--- src/rtl/ucie_ctl_sb_pkg.sv ---
// Shared sideband definitions: opcodes, message codes, IDs, TX FSM states and the
// decode-to-message mapping also used by the sideband RX FSM.
package ucie_ctl_sb_pkg;

  localparam logic [4:0] OPC_NODATA = 5'b10010;
  localparam logic [4:0] OPC_DATA   = 5'b11011;

  localparam logic [7:0] MSG_01 = 8'h01;
  localparam logic [7:0] MSG_03 = 8'h03;
  localparam logic [7:0] MSG_04 = 8'h04;
  localparam logic [7:0] MSG_09 = 8'h09;

  localparam logic [2:0] SRCID = 3'b001;
  localparam logic [2:0] DSTID = 3'b101;

  typedef enum logic [2:0] {IDLE, PH0, PH1, PH2, PH3, DONE, ERR} sb_tx_state_t;

  typedef struct packed {
    logic [4:0] opcode;
    logic [7:0] msgcode;
    logic [7:0] subcode;
    logic       legal;
  } sb_msg_t;

  function automatic sb_msg_t sb_decode(input logic [4:0] dec);
    sb_msg_t m;
    m.opcode  = dec[4] ? OPC_NODATA : OPC_DATA;
    case (dec[3:2])
      2'b00:   m.msgcode = MSG_01;
      2'b01:   m.msgcode = MSG_03;
      2'b10:   m.msgcode = MSG_04;
      default: m.msgcode = MSG_09;
    endcase
    m.subcode = {6'b0, dec[1:0]};
    // Data messages only exist for msgcode 01 / subcode 00.
    if (!dec[4]) begin
      m.legal = (dec[3:0] == 4'b0000);
    end else begin
      case (dec[3:2])
        2'b01, 2'b10: m.legal = dec[0];
        2'b11:        m.legal = (dec[1:0] != 2'b11);
        default:      m.legal = 1'b0;
      endcase
    end
    return m;
  endfunction

endpackage

--- src/rtl/ucie_ctl_sb_tx_arbiter_if.sv ---
// Requester and serializer handshake bundle for the sideband TX arbiter.
interface ucie_ctl_sb_tx_arbiter_if #(parameter int NUM_REQ = 3) ();
  logic [NUM_REQ-1:0]    i_req_vld;
  logic [5*NUM_REQ-1:0]  i_req_decode;
  logic [32*NUM_REQ-1:0] i_req_data;
  logic                  i_cfg_crd;
  logic                  i_count_done;
  logic [31:0]           o_tx_word;
  logic                  o_tx_vld;
  logic [NUM_REQ-1:0]    o_req_ack;
  logic [NUM_REQ-1:0]    o_req_err;
  logic                  o_busy;

  modport slave (
    input  i_req_vld, i_req_decode, i_req_data, i_cfg_crd, i_count_done,
    output o_tx_word, o_tx_vld, o_req_ack, o_req_err, o_busy
  );

  modport master (
    output i_req_vld, i_req_decode, i_req_data, i_cfg_crd, i_count_done,
    input  o_tx_word, o_tx_vld, o_req_ack, o_req_err, o_busy
  );
endinterface

--- src/rtl/ucie_ctl_sb_rr_arb.sv ---
// Combinational round-robin picker: first requester at or after ptr, wrapping.
module ucie_ctl_sb_rr_arb #(
  parameter int NUM_REQ = 3
) (
  input  logic [NUM_REQ-1:0] req,
  input  logic [1:0]         ptr,
  output logic               gnt_vld,
  output logic [1:0]         gnt_idx
);

  int idx;

  // Walk offsets from farthest to nearest so the nearest hit wins.
  always_comb begin
    gnt_vld = 1'b0;
    gnt_idx = ptr;
    idx     = 0;
    for (int i = NUM_REQ - 1; i >= 0; i--) begin
      idx = (int'(ptr) + i) % NUM_REQ;
      if (req[idx]) begin
        gnt_vld = 1'b1;
        gnt_idx = 2'(idx);
      end
    end
  end

endmodule

--- src/rtl/ucie_ctl_sb_tx_arbiter.sv ---
// Sideband TX arbiter: round-robin grant, packet build and phase-by-phase issue
// to the serializer under remote configuration credit.
module ucie_ctl_sb_tx_arbiter
  import ucie_ctl_sb_pkg::*;
#(
  parameter int NUM_REQ = 3
) (
  input  logic                     i_clk,
  input  logic                     i_rst,
  ucie_ctl_sb_tx_arbiter_if.slave  bus
);

  sb_tx_state_t state, state_nxt;
  logic [1:0]   rr_ptr, gnt_idx, gnt_idx_q, g_src, ptr_inc;
  logic         gnt_vld, grant;
  logic [4:0]   dec_q, src_dec;
  logic [31:0]  data_q, src_data;
  logic [4:0]   dec_arr  [4];
  logic [31:0]  data_arr [4];
  sb_msg_t      src_msg;
  logic [31:0]  ph0, ph1_base, ph1, word_nxt;
  logic [NUM_REQ-1:0] ack_nxt, err_nxt;

  logic [31:0]        tx_word_q;
  logic               tx_vld_q, busy_q;
  logic [NUM_REQ-1:0] ack_q, err_q;

  function automatic logic calc_cp(input logic [31:0] p0, input logic [29:0] p1_lo);
    return (^p0) ^ (^p1_lo);
  endfunction

  function automatic logic calc_dp(input logic has_data, input logic [31:0] d);
    return has_data & (^d);
  endfunction

  for (genvar k = 0; k < 4; k++) begin : g_unpack
    if (k < NUM_REQ) begin : g_used
      assign dec_arr[k]  = bus.i_req_decode[5*k +: 5];
      assign data_arr[k] = bus.i_req_data[32*k +: 32];
    end else begin : g_pad
      assign dec_arr[k]  = '0;
      assign data_arr[k] = '0;
    end
  end

  ucie_ctl_sb_rr_arb #(.NUM_REQ(NUM_REQ)) u_rr_arb (
    .req     (bus.i_req_vld),
    .ptr     (rr_ptr),
    .gnt_vld (gnt_vld),
    .gnt_idx (gnt_idx)
  );

  assign grant   = (state == IDLE) && gnt_vld && bus.i_cfg_crd;
  assign ptr_inc = (gnt_idx_q == 2'(NUM_REQ - 1)) ? 2'd0 : gnt_idx_q + 2'd1;

  // Outputs are registered off next-state, so in IDLE the words come from the
  // live granted request and afterwards from the latched copy.
  assign src_dec  = (state == IDLE) ? dec_arr[gnt_idx]  : dec_q;
  assign src_data = (state == IDLE) ? data_arr[gnt_idx] : data_q;
  assign g_src    = (state == IDLE) ? gnt_idx : gnt_idx_q;
  assign src_msg  = sb_decode(src_dec);

  assign ph0      = {SRCID, 7'b0, src_msg.msgcode, 9'b0, src_msg.opcode};
  assign ph1_base = {2'b00, 3'b000, DSTID, 16'h0000, src_msg.subcode};
  assign ph1      = {calc_dp(~src_dec[4], src_data), calc_cp(ph0, ph1_base[29:0]),
                     ph1_base[29:0]};

  always_comb begin
    state_nxt = state;
    case (state)
      IDLE: if (grant) state_nxt = src_msg.legal ? PH0 : ERR;
      PH0:  if (bus.i_count_done) state_nxt = PH1;
      PH1:  if (bus.i_count_done) state_nxt = dec_q[4] ? DONE : PH2;
      PH2:  if (bus.i_count_done) state_nxt = PH3;
      PH3:  if (bus.i_count_done) state_nxt = DONE;
      DONE: state_nxt = IDLE;
      ERR:  state_nxt = IDLE;
      default: state_nxt = IDLE;
    endcase
  end

  always_comb begin
    case (state_nxt)
      PH0:     word_nxt = ph0;
      PH1:     word_nxt = ph1;
      PH2:     word_nxt = src_data;
      default: word_nxt = '0;
    endcase
    for (int k = 0; k < NUM_REQ; k++) begin
      ack_nxt[k] = (state_nxt == DONE) && (g_src == 2'(k));
      err_nxt[k] = (state_nxt == ERR)  && (g_src == 2'(k));
    end
  end

  always_ff @(posedge i_clk or negedge i_rst) begin
    if (!i_rst) begin
      state     <= IDLE;
      rr_ptr    <= '0;
      gnt_idx_q <= '0;
      tx_word_q <= '0;
      tx_vld_q  <= 1'b0;
      ack_q     <= '0;
      err_q     <= '0;
      busy_q    <= 1'b0;
    end else begin
      state     <= state_nxt;
      tx_word_q <= word_nxt;
      tx_vld_q  <= (state_nxt == PH0) || (state_nxt == PH1) ||
                   (state_nxt == PH2) || (state_nxt == PH3);
      ack_q     <= ack_nxt;
      err_q     <= err_nxt;
      busy_q    <= (state_nxt != IDLE);
      if (grant) gnt_idx_q <= gnt_idx;
      if ((state == DONE) || (state == ERR)) rr_ptr <= ptr_inc;
    end
  end

  // Packet contents are frozen at grant; later requester changes are ignored.
  always_ff @(posedge i_clk) begin
    if (grant) begin
      dec_q  <= dec_arr[gnt_idx];
      data_q <= data_arr[gnt_idx];
    end
  end

  assign bus.o_tx_word = tx_word_q;
  assign bus.o_tx_vld  = tx_vld_q;
  assign bus.o_req_ack = ack_q;
  assign bus.o_req_err = err_q;
  assign bus.o_busy    = busy_q;

endmodule

--- src/flat_wrapper.sv ---
// flat-port wrapper written by rule: the top's interface ports become plain ports
module ucie_ctl_sb_tx_arbiter_flat import ucie_ctl_sb_pkg::*;
#(
  parameter int NUM_REQ = 3
)
  (i_clk, i_rst, bus_i_req_vld, bus_i_req_decode, bus_i_req_data, bus_i_cfg_crd, bus_i_count_done, bus_o_tx_word, bus_o_tx_vld, bus_o_req_ack, bus_o_req_err, bus_o_busy);
  ucie_ctl_sb_tx_arbiter_if #(.NUM_REQ(NUM_REQ)) bus_i ();
  input  logic i_clk;
  input  logic i_rst;
  input wire logic [$bits(bus_i.i_req_vld)-1:0] bus_i_req_vld;
  input wire logic [$bits(bus_i.i_req_decode)-1:0] bus_i_req_decode;
  input wire logic [$bits(bus_i.i_req_data)-1:0] bus_i_req_data;
  input wire logic [$bits(bus_i.i_cfg_crd)-1:0] bus_i_cfg_crd;
  input wire logic [$bits(bus_i.i_count_done)-1:0] bus_i_count_done;
  output wire logic [$bits(bus_i.o_tx_word)-1:0] bus_o_tx_word;
  output wire logic [$bits(bus_i.o_tx_vld)-1:0] bus_o_tx_vld;
  output wire logic [$bits(bus_i.o_req_ack)-1:0] bus_o_req_ack;
  output wire logic [$bits(bus_i.o_req_err)-1:0] bus_o_req_err;
  output wire logic [$bits(bus_i.o_busy)-1:0] bus_o_busy;
  assign bus_i.i_req_vld = bus_i_req_vld;
  assign bus_i.i_req_decode = bus_i_req_decode;
  assign bus_i.i_req_data = bus_i_req_data;
  assign bus_i.i_cfg_crd = bus_i_cfg_crd;
  assign bus_i.i_count_done = bus_i_count_done;
  assign bus_o_tx_word = bus_i.o_tx_word;
  assign bus_o_tx_vld = bus_i.o_tx_vld;
  assign bus_o_req_ack = bus_i.o_req_ack;
  assign bus_o_req_err = bus_i.o_req_err;
  assign bus_o_busy = bus_i.o_busy;
  ucie_ctl_sb_tx_arbiter #(.NUM_REQ(NUM_REQ)) u_core (.i_clk(i_clk), .i_rst(i_rst), .bus(bus_i));
endmodule
--- config.mk ---
export PLATFORM = sky130hd
export DESIGN_NAME = ucie_ctl_sb_tx_arbiter_flat
export DESIGN_NICKNAME = d
export VERILOG_FILES = /design/src/rtl/ucie_ctl_sb_pkg.sv /design/src/rtl/ucie_ctl_sb_tx_arbiter_if.sv /design/src/rtl/ucie_ctl_sb_rr_arb.sv /design/src/rtl/ucie_ctl_sb_tx_arbiter.sv /design/src/flat_wrapper.sv
export SDC_FILE = /design/constraint.sdc
export NUM_CORES = 1
export LEC_CHECK = 0
export ABC_AREA = 1
export BUFFER_PORTS_ARGS = -buffer_cell sky130_fd_sc_hd__buf_2
export CORE_AREA = 8 8 125 127
export CTS_CLUSTER_SIZE = 14
export DETAILED_ROUTE_END_ITERATION = 8
export DIE_AREA = 0 0 133 135
export GPL_TIMING_DRIVEN = 0
export PLACE_DENSITY_LB_ADDON = 0.15
export SLEW_MARGIN = 15
export SYNTH_ARGS = -nofsm -noshare
export SYNTH_HDL_FRONTEND = slang
export SYNTH_SLANG_ARGS = --single-unit
--- constraint.sdc ---
create_clock -name i_clk -period 10.19 [get_ports i_clk]
set_input_delay 0.5095 -clock i_clk [delete_from_list [all_inputs] [get_ports i_clk]]
set_output_delay 0.5095 -clock i_clk [all_outputs]
set_load 0.01 [all_outputs]
# --- Word level (Yosys, flattened, before mapping) ---
# Index checks and enable logic that the tools add are counted.
totals:
  out_inout_bits: 40
  wordCells: 102
  romBits: 0
  in_bits: 118
  mem_bits_rw: 0
  memories: 0
  regBits: 84
  latch_bits: 0
classes:
  n_shift: 0
  bitwise: 4
  n_lt_le_gt_ge: 4
  n_reduce_logical: 21
  n_mul: 0
  n_mux: 38
  n_eq_ne: 19
  addsub: 3
  div_mod_pow: 3
op_table:
  columns: ["op", "n"]
  rows:
  - ["$lt 32x4->1 const B", 3]
  - ["$mux 32", 3]
  - ["$pmux 32 s3", 1]
  - ["$bmux 32 s2", 1]
  - ["$mod 32x3->32 const B", 2]
  - ["$reduce_xor 32->1", 2]
  - ["$mod 3x3->32 const B", 1]
  - ["$reduce_xor 30->1", 1]
  - ["$mux 3", 7]
  - ["$eq 3x3->1 const B", 6]
  - ["$mux 5", 3]
  - ["$pmux 3 s5", 1]
  - ["$eq 3x2->1 const B", 4]
  - ["$pmux 4 s3", 1]
  - ["$bmux 5 s2", 1]
  - ["$mux 1", 10]
  - ["$mux 2", 5]
  - ["$eq 2x2->1 const B", 4]
  - ["$logic_and 1x1->1", 8]
  - ["$bmux 1 s2", 3]
  - ["$eq 3x1->1 const B", 2]
  - ["$eq 2x1->1 const B", 2]
  - ["$logic_not 2->1", 2]
  - ["$logic_not 4->1", 1]
  - ["other kinds (15)", 18]

# --- Logic depth before layout (Yosys ltp) ---
depth:
  word_depth: 24
  depth_mapped: 29
  ltp_nobuf: 29

# --- Modules after synthesis ---
# A second synthesis with hierarchy kept.
unflattened:
  cells_unflattened: 900
  hier_area_um2: 6065.8
modules_own_cells:
  columns: ["module", "area_per_inst_um2", "cells_each", "instances", "seq_area_each_um2"]
  rows:
  - ["ucie_ctl_sb_tx_arbiter", 5829.3, 856, 1, 2287.2]
  - ["ucie_ctl_sb_rr_arb", 236.5, 44, 1, 0.0]

# --- Worst setup path after synthesis ---
# No wires, ideal clock.
synth_path:
  kind: "register to register"
  from: "reg u_core.rr_ptr[0]"
  to: "reg u_core.tx_word_q[30], in the netlist u_core.bus.o_tx_word[30]"
  setup_time_ns: 0.081
  slack_ns: 6.635
  t_arrival_ns: 3.474
  required_ns: 10.109
  synth_period_minus_slack_ns: 3.555
  n_path_buf: 3
  path_stages_with_launch: 27
  cell_sequence: "dfrtp_1 inv_1 ha_1 inv_1 nand2_1 nand3_1 nand3_1 nand2_1 nand2_2 nand2_1 buf_4 buf_2 a21oi_1 a31oi_1 nand2_1 o21ai_0 inv_1 ha_1 nand3b_1 nand2_1 nand2_1 nand2_1 nand2_1 nand2_4 nand2_4 buf_4 o22ai_2"
synth_between:
  elab_chain_cells: 22
  word_cells_on_any_way: 52
  cone_classes: "2 x add/sub; 3 x div; 7 x eq/ne; 31 x mux; 2 x bitwise; 7 x reduce/logical"
synth_rtl:
  columns: ["element", "line", "rtl"]
  rows:
  - ["from (decl)", "ucie_ctl_sb_tx_arbiter.sv:14", "logic [1:0] rr_ptr, gnt_idx, gnt_idx_q, g_src, ptr_inc;"]
  - ["from (signal assigned)", "ucie_ctl_sb_tx_arbiter.sv:114", "if ((state == DONE) || (state == ERR)) rr_ptr <= ptr_inc;"]
  - ["$add 2x2->3", "ucie_ctl_sb_rr_arb.sv:19", "idx = (int'(ptr) + i) % NUM_REQ;"]
  - ["$mod 32x3->32", "ucie_ctl_sb_rr_arb.sv:19", null]
  - ["$bmux 1 s2", "ucie_ctl_sb_rr_arb.sv:20", "if (req[idx]) begin"]
  - ["$mux 1 (not written as such) (2 in a row)", "ucie_ctl_sb_rr_arb.sv:20", null]
  - ["$mux 2 (3 in a row)", "ucie_ctl_sb_rr_arb.sv:20", null]
  - ["$not 2->3 (not written as such)", "ucie_ctl_sb_tx_arbiter.sv:58", "assign src_dec = (state == IDLE) ? dec_arr[gnt_idx] : dec_q;"]
  - ["$bmux 5 s2", "ucie_ctl_sb_tx_arbiter.sv:58", null]
  - ["$mux 5 (not written as such) (2 in a row)", "ucie_ctl_sb_tx_arbiter.sv:58", null]
  - ["[4 not listed]", null, null]
  - ["$mux 1", "ucie_ctl_sb_pkg.sv:36", "if (!dec[4]) begin"]
  - ["$mux 3", "ucie_ctl_sb_tx_arbiter.sv:71", "IDLE: if (grant) state_nxt = src_msg.legal ? PH0 : ERR;"]
  - ["$mux 3 *", "ucie_ctl_sb_tx_arbiter.sv:71", null]
  - ["$pmux 3 s5 *", "ucie_ctl_sb_tx_arbiter.sv:70", "case (state)"]
  - ["named net u_core.state_nxt[0]", "ucie_ctl_sb_tx_arbiter.sv:13", "sb_tx_state_t state, state_nxt;"]
  - ["$eq 3x2->1 / $eq 3x1->1 (equally long branches)", "ucie_ctl_sb_tx_arbiter.sv:83", "case (state_nxt)"]
  - ["$pmux 32 s3 *", "ucie_ctl_sb_tx_arbiter.sv:83", null]
  - ["named net u_core.word_nxt[30]", "ucie_ctl_sb_tx_arbiter.sv:21", "logic [31:0] ph0, ph1_base, ph1, word_nxt;"]
  - ["to (signal assigned)", "ucie_ctl_sb_tx_arbiter.sv:107", "tx_word_q <= word_nxt;"]
  - ["to (decl)", "ucie_ctl_sb_tx_arbiter.sv:24", "logic [31:0] tx_word_q;"]
# Mark *: on every way through the listed nets, which the timed path passes. The rest lies on a longest branch. The select of a mux whose other input is x is not followed.
# A chain may end at the register's enable or synchronous reset.

# --- Worst setup path in the final report ---
layout_path:
  from: "reg u_core.rr_ptr[0]"
  to: "reg u_core.tx_word_q[1], in the netlist u_core.bus.o_tx_word[1]"
# Same word-level chain as after synthesis.

==> metrics.md <==
| Metric | Value |
|---|---|
| Status | `complete, no violations` |
| Register area share after synthesis | `34.4%` |
| I/O Pins | `approximately 160` |
| Drt first pass iters | `7` |
| Initial antenna violation count | `0` |
| Port Buf Inserts | `approximately 160` |
| Via count | `between 7000 and 8000` |
| Syn nets | `around 1200` |
| Slew headroom | `50.5%` |
| Nets | `around 1400` |
| Final period utilization | `~45%` |
| H-tree depth | `3` |
| # Max-Cap Violations | `0` |
| Worst-Margin Slew | `between 0.7 and 0.8 ns` |
| RePlAce Congestion | `between 0.9 and 1` |
| Reg2Reg Depth | `26` |
| Arrival time worst endpoint | `between 4 and 5 ns` |
| Final hold viol count | `0` |
| # rows | `43` |
| Routed wire length per instance | `around 18 um` |
| Worst EP required | `about 10 ns` |
| Final Skew | `0.0108 ns` |
| Synthesized area per cell | `about 6.3 sq um` |
| Worst-skew pair later-pin latency | `0.36 ns` |
| Crit Path Max Fanout | `10` |
| Syn Inst Count | `between 1000 and 1500` |
| Worst min-delay path category | `in2async` |
| Initial Util | `48.9%` |
| Netlist cell types | `35` |
| Die ar. | `18000 sq um` |
| Final wirelength | `roughly 25000 um` |
| Area grow syn2layout | `20.2%` |
| Final count of negative-setup-slack endpoints | `0` |
| N_diodes | `0` |
| Post-DRT Antenna Nets | `0` |
| Final Critical Period | `between 4 and 5 ns` |
| Root buffer cell | `clkbuf_16` |
| Vias in the first global route | `between 7000 and 8000` |
| Post-DP HPWL | `roughly 19000 um` |
| CTS tree | `built` |
| Crit Path Category | `reg2reg` |
| Netlist Area Pre-Place | `approximately 6700 sq um` |
| Synth Area in Compound Gates | `3.48%` |
| Most frequent cells in the layout | `458 x nand2_1, 224 x nand3_1, 177 x buf_2, 94 x inv_1, 47 x dfrtp_1` |
| Clock Tree Buf Depth | `2` |
| Share of cells above drive strength 1 | `20.5%` |
| DRC viols | `0` |
| Area occupied by multi-input gates | `between 3000 and 4000 sq um` |
| Resize count post-CTS | `0` |
| Core ar. | `13600 sq um` |
| #FFs+latches synth | `84` |
| Synth warn | `0` |
| GRT Total Usage | `between 20 and 30%` |
| Setup crit start kind | `register` |
| Adder-Cell Fraction of Synth Area | `under 10%` |
| Width of the die | `around 130 um` |
| Max-slew violation count | `0` |
| Flop2flop setup slack | `roughly 5.6 ns` |
| Fill cells | `1363` |
| Top cells by area, synth | `nand2_1 26%, dfrtp_1 18%, nand3_1 17%` |
| RSZ-0062 raised after global routing | `no` |
| Vias per inst | `between 5 and 6` |
| Register area | `around 2300 sq um` |
| Commonest non-fill, non-tap cell in the layout | `nand2_1` |
| Util after Layout | `a little under 60%` |
| CP Capture Type | `register` |
| TNS Setup | `0 ns` |
| Synth Area in Simple Gates | `between 50% and 60%` |
| Reg clk slew, reported paths | `approximately 0.07 ns` |
| Max frequency | `about 0.22 GHz` |
| CTS Buf Count | `9` |
| Post-Synth XOR/XNOR Area | `0.132%` |
| Die Span Y | `~140 um` |
| Largest net degree at the start of global routing | `48` |
| First-pass GRT wire length | `approximately 38000 um` |
| Clock sink count | `84` |
| DRT iter0 DRCs | `between 1000 and 1500` |
| Share of the synthesized area in the top cell type | `between 20% and 30%` |
| Postcts setup bufs | `0` |
| Mux contribution to synthesized area | `0%` |
| Grt total ovfl | `0` |
| Leading area contributor after synthesis | `nand2_1` |
| Largest family of logic cells by synthesized area | `simple AND/OR/NAND/NOR gates` |
| Cts hold-fix bufs | `0` |
[per-layer routing]
layer | vias to the layer above | part of all wire, % | track usage (%)
met2 | 502 | 44 | 42.6
met5 | - | 0 | 0
li1 | 3735 | - | -
met1 | 3476 | 41 | 35.9
met4 | 0 | 3.0 | 11.8
met3 | 58 | 12 | 7.24
[cell usage after synthesis, drive strengths merged]
cell type,number
a21oi,8
a221oi,1
a311oi,1
a31oi,3
buf,40
clkbuf,13
clkinv,1
dfrtp,47
edfxtp,37
ha,11
inv,98
nand2,464
nand3,225
nand3b,3
nand4,2
nor2,45
nor3,1
nor3b,1
nor4,1
o211ai,1
o21a,1
o21ai,23
o22ai,3
or2,34
xnor2,1
[cell families after synthesis]
family | count (synthesis)
flip-flops | 84
buffers and inverters | 152
AO/OA/AOI/OAI | 41
AND/OR/NAND/NOR | 776
XOR/XNOR | 1
adder cells (fa/ha/maj) | 11
[flip-flops by register name (all words and copies together) (netlist names)]
register,cells
u_core.bus.o_tx_vld,1
u_core.data_q,32
u_core.rr_ptr,2
u_core.bus.o_req_ack,3
u_core.bus.o_tx_word,32
u_core.bus.o_req_err,3
u_core.gnt_idx_q,2
u_core.state,3
u_core.dec_q,5
u_core.bus.o_busy,1
[worst max-delay path: stages, from the launching register on]
cell and delay (ns):
dfrtp_1 0.39, inv_1 0.12, ha_1 0.28, inv_1 0.14, nand2_1 0.09, nand3_1 0.09
nand2_1 0.05, nand2_1 0.08, inv_2 0.05, nand2_1 0.06, nand2_2 0.14, inv_2 0.16
clkbuf_1 0.59, nand3_1 0.16, o21ai_0 0.16, o21ai_0 0.25, inv_1 0.18, ha_1 0.15
inv_1 0.05, or2_2 0.26, nand2_1 0.06, nand2_1 0.07, nand3_2 0.13, nand2_1 0.15
inv_1 0.11, nand3_1 0.24, o211ai_1 0.22
[stage by stage]
stage | std cells | cell area, sq um | setup slack (ns) | hold slack [ns]
3_5_place_dp | 1403 | 7690 | 5.76 | 0.508
3_3_place_gp | 1402 | 7670 | 5.47 | 0.505
5_1_grt | 1419 | 8000 | 5.26 | 0.216
4_1_cts | 1419 | 8000 | 5.73 | 0.407
6_report | 1419 | 8000 | 5.64 | 0.151
2_1_floorplan | 1065 | 6660 | 6.63 | 0.214
[worst paths after layout]
path | start | to
min in group i_clk | bus_i_req_data[88] | u_core.data_q[24]
min | i_rst | u_core.rr_ptr[1]
max | u_core.rr_ptr[0] | u_core.bus.o_tx_word[1]
min reg2reg | u_core.gnt_idx_q[0] | u_core.gnt_idx_q[0]
max reg2reg | u_core.rr_ptr[0] | u_core.bus.o_tx_word[1]
max in group asynchronous | i_rst | u_core.bus.o_tx_word[13]
[layout make-up]
cell class | instances | area share (%)
clock buffers | 11 | 3.44
flip-flops and latches | 84 | 28.6
multi-input cells | 829 | 46.5
clock inverters | 5 | 0.453
well taps | 180 | 2.81
repair buffers | 158 | 10.1
inverters | 99 | 4.64
plain buffers | 53 | 3.47
Power is left out: the tool's default activity adds up to more than one toggle a clock period on the data nets, which glitch-free logic cannot reach.
